File: config.mk
export PLATFORM = sky130hd
export DESIGN_NAME = bcd_counter_scan_nled_7seg
export DESIGN_NICKNAME = d
export VERILOG_FILES = /design/src/rtl/bcd_counter_scan_nled_7seg.sv
export SDC_FILE = /design/constraint.sdc
export NUM_CORES = 1
export LEC_CHECK = 0
export CORE_MARGIN = 2
export CORE_UTILIZATION = 55
export CTS_CLUSTER_SIZE = 16
export DETAILED_ROUTE_END_ITERATION = 12
export PLACE_DENSITY = 0.81
export SLEW_MARGIN = 5
export SYNTH_ARGS = -nofsm -noshare
export SYNTH_HDL_FRONTEND = slang
export SYNTH_SLANG_ARGS = --single-unit
export TNS_END_PERCENT = 50
File: constraint.sdc
create_clock -name clk_in -period 4.3 [get_ports clk_in]
set_input_delay 0.645 -clock clk_in [delete_from_list [all_inputs] [get_ports clk_in]]
set_output_delay 0.645 -clock clk_in [all_outputs]
set_load 0.05 [all_outputs]
File: src/rtl/bcd_counter_scan_nled_7seg.sv
// N-digit BCD up/down counter with prescaled count tick and multiplexed active-low 7-segment scan output.
// Optional build macro LEAD_ZERO_BLANK_EN blanks leading zero digits (digit 0 is always shown).
module bcd_counter_scan_nled_7seg #(
    parameter int N_DIGITS = 4,
    parameter int TICK_DIV = 100_000_000,
    parameter int SCAN_DIV = 100_000
) (
    input  logic                    clk_in,
    input  logic                    rst,
    input  logic                    en,
    input  logic                    up_down,
    input  logic                    load,
    input  logic [4*N_DIGITS-1:0]   load_val,
    output logic [4*N_DIGITS-1:0]   bcd,
    output logic                    carry,
    output logic [6:0]              seg,
    output logic [N_DIGITS-1:0]     an
);

    localparam int BW = 4 * N_DIGITS;
    localparam int PW = $clog2(TICK_DIV);
    localparam int SW = $clog2(SCAN_DIV);
    localparam int IW = $clog2(N_DIGITS);
    localparam logic [PW-1:0] PRESC_LAST = PW'(TICK_DIV - 1);
    localparam logic [SW-1:0] SLOT_LAST  = SW'(SCAN_DIV - 1);
    localparam logic [IW-1:0] IDX_LAST   = IW'(N_DIGITS - 1);

    logic [PW-1:0]       presc_r;
    logic [SW-1:0]       slot_r;
    logic [IW-1:0]       idx_r;
    logic [BW-1:0]       bcd_r;
    logic                carry_r;
    logic [6:0]          seg_r;
    logic [N_DIGITS-1:0] an_r;

    logic                tick_s;
    logic [BW-1:0]       count_next_s;
    logic                ripple_s;
    logic                wrap_s;
    logic [BW-1:0]       load_sat_s;
    logic [3:0]          sel_digit_s;
    logic [N_DIGITS-1:0] an_next_s;
    logic [6:0]          seg_next_s;

    function automatic logic [3:0] sat_digit(input logic [3:0] d);
        if (d > 4'd9) begin
            return 4'd9;
        end else begin
            return d;
        end
    endfunction

    // Active-low pattern written g..a, bit 0 drives segment a.
    function automatic logic [6:0] seg_decode(input logic [3:0] d);
        case (d)
            4'd0:    return 7'b1000000;
            4'd1:    return 7'b1111001;
            4'd2:    return 7'b0100100;
            4'd3:    return 7'b0110000;
            4'd4:    return 7'b0011001;
            4'd5:    return 7'b0010010;
            4'd6:    return 7'b0000010;
            4'd7:    return 7'b1111000;
            4'd8:    return 7'b0000000;
            4'd9:    return 7'b0010000;
            default: return 7'b1111111;
        endcase
    endfunction

    // Count step strobe: last prescaler cycle while enabled.
    always_comb begin
        tick_s = 1'b0;
        if (en && (presc_r == PRESC_LAST)) begin
            tick_s = 1'b1;
        end else begin
            tick_s = 1'b0;
        end
    end

    // Decimal ripple: each digit only moves while every lower digit wrapped.
    always_comb begin
        count_next_s = bcd_r;
        ripple_s     = 1'b1;
        for (int i = 0; i < N_DIGITS; i++) begin
            if (ripple_s) begin
                if (up_down) begin
                    if (bcd_r[4*i +: 4] == 4'd9) begin
                        count_next_s[4*i +: 4] = 4'd0;
                    end else begin
                        count_next_s[4*i +: 4] = bcd_r[4*i +: 4] + 4'd1;
                        ripple_s = 1'b0;
                    end
                end else begin
                    if (bcd_r[4*i +: 4] == 4'd0) begin
                        count_next_s[4*i +: 4] = 4'd9;
                    end else begin
                        count_next_s[4*i +: 4] = bcd_r[4*i +: 4] - 4'd1;
                        ripple_s = 1'b0;
                    end
                end
            end else begin
                count_next_s[4*i +: 4] = bcd_r[4*i +: 4];
            end
        end
        wrap_s = ripple_s;
    end

    // Saturate out-of-range load nibbles to 9.
    always_comb begin
        load_sat_s = '0;
        for (int i = 0; i < N_DIGITS; i++) begin
            load_sat_s[4*i +: 4] = sat_digit(load_val[4*i +: 4]);
        end
    end

    // Select the scanned digit and build the one-hot active-low anode pattern.
    always_comb begin
        sel_digit_s = 4'd0;
        an_next_s   = '1;
        for (int i = 0; i < N_DIGITS; i++) begin
            if (idx_r == IW'(i)) begin
                sel_digit_s  = bcd_r[4*i +: 4];
                an_next_s[i] = 1'b0;
            end else begin
                an_next_s[i] = 1'b1;
            end
        end
    end

`ifdef LEAD_ZERO_BLANK_EN
    logic [N_DIGITS-1:0] zero_from_s;
    logic                zero_acc_s;
    logic                blank_s;

    // zero_from_s[k]: digit k and every digit above it are zero.
    always_comb begin
        zero_from_s = '0;
        zero_acc_s  = 1'b1;
        blank_s     = 1'b0;
        for (int i = N_DIGITS - 1; i >= 0; i--) begin
            zero_acc_s     = zero_acc_s & (bcd_r[4*i +: 4] == 4'd0);
            zero_from_s[i] = zero_acc_s;
        end
        for (int i = 0; i < N_DIGITS; i++) begin
            if ((i != 0) && (idx_r == IW'(i)) && zero_from_s[i]) begin
                blank_s = 1'b1;
            end else begin
                blank_s = blank_s;
            end
        end
    end

    // Segment pattern with leading-zero blanking.
    always_comb begin
        seg_next_s = 7'b1111111;
        if (blank_s) begin
            seg_next_s = 7'b1111111;
        end else begin
            seg_next_s = seg_decode(sel_digit_s);
        end
    end
`else
    // Segment pattern, every digit displayed.
    always_comb begin
        seg_next_s = seg_decode(sel_digit_s);
    end
`endif

    // Prescaler: cleared by load, frozen while disabled.
    always_ff @(posedge clk_in) begin
        if (rst) begin
            presc_r <= '0;
        end else if (load) begin
            presc_r <= '0;
        end else if (en) begin
            presc_r <= tick_s ? '0 : presc_r + PW'(1);
        end else begin
            presc_r <= presc_r;
        end
    end

    // Counter and wrap pulse; load takes precedence over a coincident tick.
    always_ff @(posedge clk_in) begin
        if (rst) begin
            bcd_r   <= '0;
            carry_r <= 1'b0;
        end else if (load) begin
            bcd_r   <= load_sat_s;
            carry_r <= 1'b0;
        end else if (tick_s) begin
            bcd_r   <= count_next_s;
            carry_r <= wrap_s;
        end else begin
            bcd_r   <= bcd_r;
            carry_r <= 1'b0;
        end
    end

    // Free-running scan slot timer and digit index.
    always_ff @(posedge clk_in) begin
        if (rst) begin
            slot_r <= '0;
            idx_r  <= '0;
        end else if (slot_r == SLOT_LAST) begin
            slot_r <= '0;
            idx_r  <= (idx_r == IDX_LAST) ? '0 : idx_r + IW'(1);
        end else begin
            slot_r <= slot_r + SW'(1);
            idx_r  <= idx_r;
        end
    end

    // Registered display outputs, one cycle behind idx and bcd.
    always_ff @(posedge clk_in) begin
        if (rst) begin
            seg_r <= 7'b1111111;
            an_r  <= '1;
        end else begin
            seg_r <= seg_next_s;
            an_r  <= an_next_s;
        end
    end

    assign bcd   = bcd_r;
    assign carry = carry_r;
    assign seg   = seg_r;
    assign an    = an_r;

endmodule
# After elaboration in Yosys (flattened, before gate mapping)
# Memory sizes are Yosys's and may differ from the RTL's. A register that Yosys moved wholly into a read port is not among the register bits.
# Cells that the tools add are included.
dict set report op_classes {
  n_bitwise 2
  n_addsub 11
  muxes 46
  n_eq_ne 9
  n_reduce_logical 16
  n_lt_le_gt_ge 4
}
# cell n
set ops {}
lappend ops {{4-bit 2-to-1 mux} 23}
lappend ops {{16-bit 2-to-1 mux} 2}
lappend ops {{27-bit by 1-bit adder with 27-bit output (second input constant)} 1}
lappend ops {{27-bit equality test (second input constant)} 1}
lappend ops {{27-bit 2-to-1 mux} 1}
lappend ops {{1-bit 2-to-1 mux} 19}
lappend ops {{17-bit by 1-bit adder with 17-bit output (second input constant)} 1}
lappend ops {{17-bit equality test (second input constant)} 1}
lappend ops {{4-bit by 1-bit adder with 4-bit output (second input constant)} 4}
lappend ops {{4-bit equality test (second input constant)} 4}
lappend ops {{4-bit > comparator (second input constant)} 4}
lappend ops {{4-bit zero test} 4}
lappend ops {{4-bit by 1-bit subtractor with 4-bit output (second input constant)} 4}
lappend ops {{2-bit nonzero test} 4}
lappend ops {{2-bit AND reduction} 3}
lappend ops {{2-bit equality test (second input constant)} 2}
lappend ops {{2-bit OR reduction} 2}
lappend ops {{4-bit OR reduction} 1}
lappend ops {{2-bit by 1-bit adder with 2-bit output (second input constant)} 1}
lappend ops {{2-bit by 1-bit equality test with 1-bit output (second input constant)} 1}
lappend ops {{2-bit zero test} 1}
lappend ops {{2-bit 2-to-1 mux} 1}
lappend ops {{1-bit NOT} 2}
lappend ops {{1-bit logical AND} 1}
dict set report word_totals {
  in_bits 21
  mem_bits_ro 112
  out_inout_bits 28
  register_bits 67
  word_cells 98
  memories 1
}
# name words width rd rd_clocked_by_memory_dff wr line
set memory_table {}
lappend memory_table {{(name not given)} 16 7 1 1 0 55} ;# case (d)

# Logic depth before layout (Yosys ltp)
dict set report depth {
  word_depth 8
  mapped_depth 11
  ltp_nobuf 9
}

# Least setup slack after synthesis
# No wires, ideal clock.
dict set report synth_timing {
  path_kind {reg2reg}
  from {register bcd_r[1], in the netlist bcd[1]}
  to {register seg_r[3], in the netlist seg[3]}
  t_required_ns 4.178
  n_path_buf 2
  arrival_ns 2.193
  setup_time_ns 0.122
  path_stages_with_launch 10
  period_less_slack_ns 2.315
  path_slack_ns 1.985
  path_cell_list {dfxtp_1 > clkbuf_1 > nand3b_1 > a221o_1 > and2_1 > clkbuf_1 > inv_1 > ha_1 > a21oi_1 > a311o_1}
}
dict set report synth_via {
  elab_chain_cells 4
}
# element line
set synth_lines {}
lappend synth_lines {{from (decl)} 31} ;# logic [BW-1:0] bcd_r;
lappend synth_lines {{from (signal assigned)} 188} ;# bcd_r <= load_sat_s;
lappend synth_lines {{from (signal assigned)} 191} ;# bcd_r <= count_next_s;
lappend synth_lines {{from (signal assigned)} 194} ;# bcd_r <= bcd_r;
lappend synth_lines {{4-bit 2-to-1 mux (4 in a row)} 121} ;# if (idx_r == IW'(i)) begin
lappend synth_lines {{to (decl)} 33} ;# logic [6:0] seg_r;
# Every way passes these cells.
# A chain may end at the register's enable or synchronous reset.

# Worst setup path in the final report
dict set report layout_timing {
  from {input port en}
  to {register presc_r[23]}
}
dict set report layout_via {
  elab_chain_cells 3
}
# element line
set layout_lines {}
lappend layout_lines {{from (decl)} 10} ;# input logic en,
lappend layout_lines {{1-bit logical AND} 73} ;# if (en && (presc_r == PRESC_LAST)) begin
lappend layout_lines {{1-bit 2-to-1 mux} 73}
lappend layout_lines {{27-bit 2-to-1 mux} 176} ;# presc_r <= tick_s ? '0 : presc_r + PW'(1);
lappend layout_lines {{to (signal assigned)} 176}
lappend layout_lines {{to (signal assigned)} 178} ;# presc_r <= presc_r;
lappend layout_lines {{to (decl)} 28} ;# logic [PW-1:0] presc_r;
# Several ways; a longest one is shown, not always the timed one.

==> out/metrics.yaml <==
floorplan:
  die-height_um: 91.7
  dieArea_sq_mm: 0.00842
  rows: 31
  coreArea_sq_mm: 0.00737
  initial_core_util: 0.575
  ios: 49
  die_x_um: 91.7
synthesis:
  synth_top_cell_area_share: 0.350
  ys_warn_count: 0
  synthCells: 529
  synth_edf_count: 0
  async_reset_ff_frac: 0
  ys_seq_elements: 74
  synthesis.area_sq_mm: 0.00423
  yosys.area.top_type: "dfxtp_1"
  seq_area_frac_synth: 0.350
  synth_area_per_cell_sq_um: 8.00
  synth_top_flop_cell: "dfxtp_1"
  ys_top_cells_by_area: "dfxtp_1 (35%), nor2_1 (5.7%), xnor2_1 (5.4%), xor2_1 (4.3%), o21ai_0 (3.3%)"
  synth_cell_type_count: 63
  syn_nets: 557
global_route:
  grt_pass1_vias: 3542
  grt_max_degree: 34
  antenna_found_initial: 0
  grt_use_total: 0.232
  grt-ovfl-total: 0
  grt_pass1_wl_um: 16100
power:
  powerDensity_mw_per_mm2: 312
  leakagePower_nw: 1.68
  comb_power_share: 0.151
  p_seq_frac: 0.480
  ir_drop_v: 0.000237
  p_clk_frac: 0.368
  sw_frac_of_total: 0.293
  net-switching-power_uw: 449
  power.total_mw: 1.54
  intPower_mw: 1.09
place:
  dp_hpwl_um: 6560
  place.port_buffers: 48
  place_congestion: 0.886
critical_path:
  path_class: "primary input to flop"
  cp_data_required_time_ps: 4550
  r2r-end: "presc_r[23]"
  worst-path-stages: 6
  reg2reg_depth: 6
  critPathLaunchType: "primary input"
  slowest_stage: "nand2_1"
  rrSetupSlack_ps: 1660
  r2r-start: "presc_r[0]"
  cp_top_family: "simple AND/OR/NAND/NOR gates"
  slowest_delay_ps: 630
  path_buf_inv: 1
  end_kind: "flop"
  endpoint: "presc_r[23]"
  path_cells: "clkdlybuf4s50_1 -> and3_1 -> nand3_1 -> or3_1 -> nand2_1 -> o21ba_2"
  crit_start: "en"
  worstPathArrival_ps: 3240
  crit_fanout: 25
layout:
  drive_gt1_frac: 0.0573
  nets: 581
  nFillCells: 617
  area_delta_synth_final_pct: 16.2
  regArea_sq_mm: 0.00148
  multi_input_area_sq_mm: 0.00253
  num_antenna_cells: 0
routing:
  avgRoutedWirePerCell_um: 14.5
  firstDrtPassIters: 5
  dr.first_iter.drc_count: 184
  finalWirelength_um: 9500
  ant_nets: 0
  via_per_inst: 5.98
  num_vias: 3929
  drc: 0
timing:
  worstMarginPinSlew_ps: 1110
  fin_crit_sh: 0.695
  tns_ps: 0
  setup_violations: 0
  rsz0062_at_grt: "no"
  max_freq_mhz: 335
  relSlewSlack: 0.252
  skew_ps: 12.9
  hold_violations: 0
  drv_slew: 0
  layout_min_cycle_time_ps: 2990
clocking:
  clockRootBuffer: "clkbuf_8"
  cts_buffer_depth: 2
  post_cts_buffers: 0
  clock_latency_ps: 360
  cts_sinks: 74
  cts_resized: 0
  cts_htree_levels: 3
  numCtsBuffers: 9
  cts.clk_slew.worst_paths_ps: 80
  cts_hold_buf: 0
  cts_tree: "done"
min_path:
  hold_class: "flop to flop"
  min_path_cells: 1
flow_run:
  cap_violations: 0
run_status:
  status: "finished clean"
==> cells by family (layout without fill, tap and decap cells) <==
group	after synthesis	count (layout)	share of synthesized area
flip-flops	74	74	0.350
XOR/XNOR	47	47	0.0972
multiplexers	3	3	0.00709
AO/OA/AOI/OAI	108	108	0.176
adder cells (fa/ha/maj)	7	7	0.0207
AND/OR/NAND/NOR	235	235	0.298
buffers and inverters	55	84	0.0514
==> how the worst min path moves through the flow <==
stage | start | endpoint | slack [ps]
after floorplan | slot_r[0] | slot_r[0] | 410
after global placement | slot_r[0] | slot_r[0] | 420
after detailed placement | slot_r[0] | slot_r[0] | 440
after CTS | slot_r[0] | slot_r[0] | 460
after global routing | slot_r[0] | slot_r[0] | 480
final | slot_r[0] | slot_r[0] | 450
==> sequential cells by signal, summed over array words and instances (netlist names) <==
register,cells
presc_r,27
slot_r,17
bcd,16
seg,7
an,4
idx_r,2
carry,1
==> routing by layer <==
metal | up-vias | wire length, um | track usage
li1 | 1953 | - | -
met1 | 1824 | 4310 | 0.296
met2 | 132 | 4450 | 0.373
met3 | 20 | 548 | 0.0493
met4 | 0 | 188 | 0.108
met5 | - | 0 | 0
==> power by group through the flow <==
stage	sequential (mW)	clock, mW	combinational (mW)
2_1_floorplan	0.788	0	0.119
3_3_place_gp	0.752	0	0.228
3_5_place_dp	0.753	0	0.231
4_1_cts	0.736	0.571	0.232
5_1_grt	0.741	0.605	0.251
6_report	0.737	0.565	0.233
==> stage by stage <==
stage | area, sq um | utilization | std cells | hold WS, ps | worst slack [ps]
2_1_floorplan | 4230 | - | 529 | 413 | 1980
3_3_place_gp | 4710 | 0.640 | 641 | 424 | 1080
3_5_place_dp | 4710 | 0.640 | 641 | 442 | 974
4_1_cts | 4920 | 0.667 | 657 | 460 | 1320
5_1_grt | 4920 | 0.667 | 657 | 482 | 1150
6_report | 4920 | 0.667 | 657 | 449 | 1310
==> final cells by class <==
type	instances	area share
clock buffer	11	0.0287
clock inverter	5	0.0127
inverter	15	0.0114
multi-input combinational	400	0.515
sequential	74	0.301
tap	99	0.0252
timing repair buffer	53	0.105
==> Yosys cell counts (3+ instances only) <==
cell type,n
nand4b_1,6
nor2_1,64
dfxtp_1,74
nor3_1,14
nor4_1,10
and4_1,6
nand3_1,27
a221o_1,5
o31ai_1,4
a21oi_1,22
mux2i_1,3
or3_1,5
inv_1,13
nand4_1,13
buf_2,3
nand3b_1,8
nor4b_1,4
and3_1,16
xor2_1,21
nand2_1,35
nand2b_1,7
a22o_1,3
and2_1,9
a221oi_1,5
ha_1,7
o21a_1,3
o21ai_0,28
xnor2_1,26
o211ai_1,4
a211oi_1,7
clkbuf_1,35
==> cells in the final DEF, fill, tap and decap left out, types with 3 or more instances in the layout <==
| cell | count |
|---|---|
| a211oi_1 | 7 |
| a21oi_1 | 22 |
| a221o_1 | 5 |
| a221oi_1 | 5 |
| a22o_1 | 3 |
| and2_1 | 9 |
| and3_1 | 16 |
| and4_1 | 6 |
| buf_4 | 5 |
| clkbuf_8 | 10 |
| clkdlybuf4s50_1 | 48 |
| dfxtp_1 | 74 |
| ha_1 | 7 |
| inv_1 | 13 |
| mux2i_1 | 3 |
| nand2_1 | 35 |
| nand2b_1 | 7 |
| nand3_1 | 27 |
| nand3b_1 | 8 |
| nand4_1 | 13 |
| nand4b_1 | 6 |
| nor2_1 | 64 |
| nor3_1 | 14 |
| nor4_1 | 10 |
| nor4b_1 | 4 |
| o211ai_1 | 4 |
| o21a_1 | 3 |
| o21ai_0 | 28 |
| o31ai_1 | 4 |
| or3_1 | 5 |
| xnor2_1 | 26 |
| xor2_1 | 21 |
Note: power is estimated with default switching activity, not from simulation.
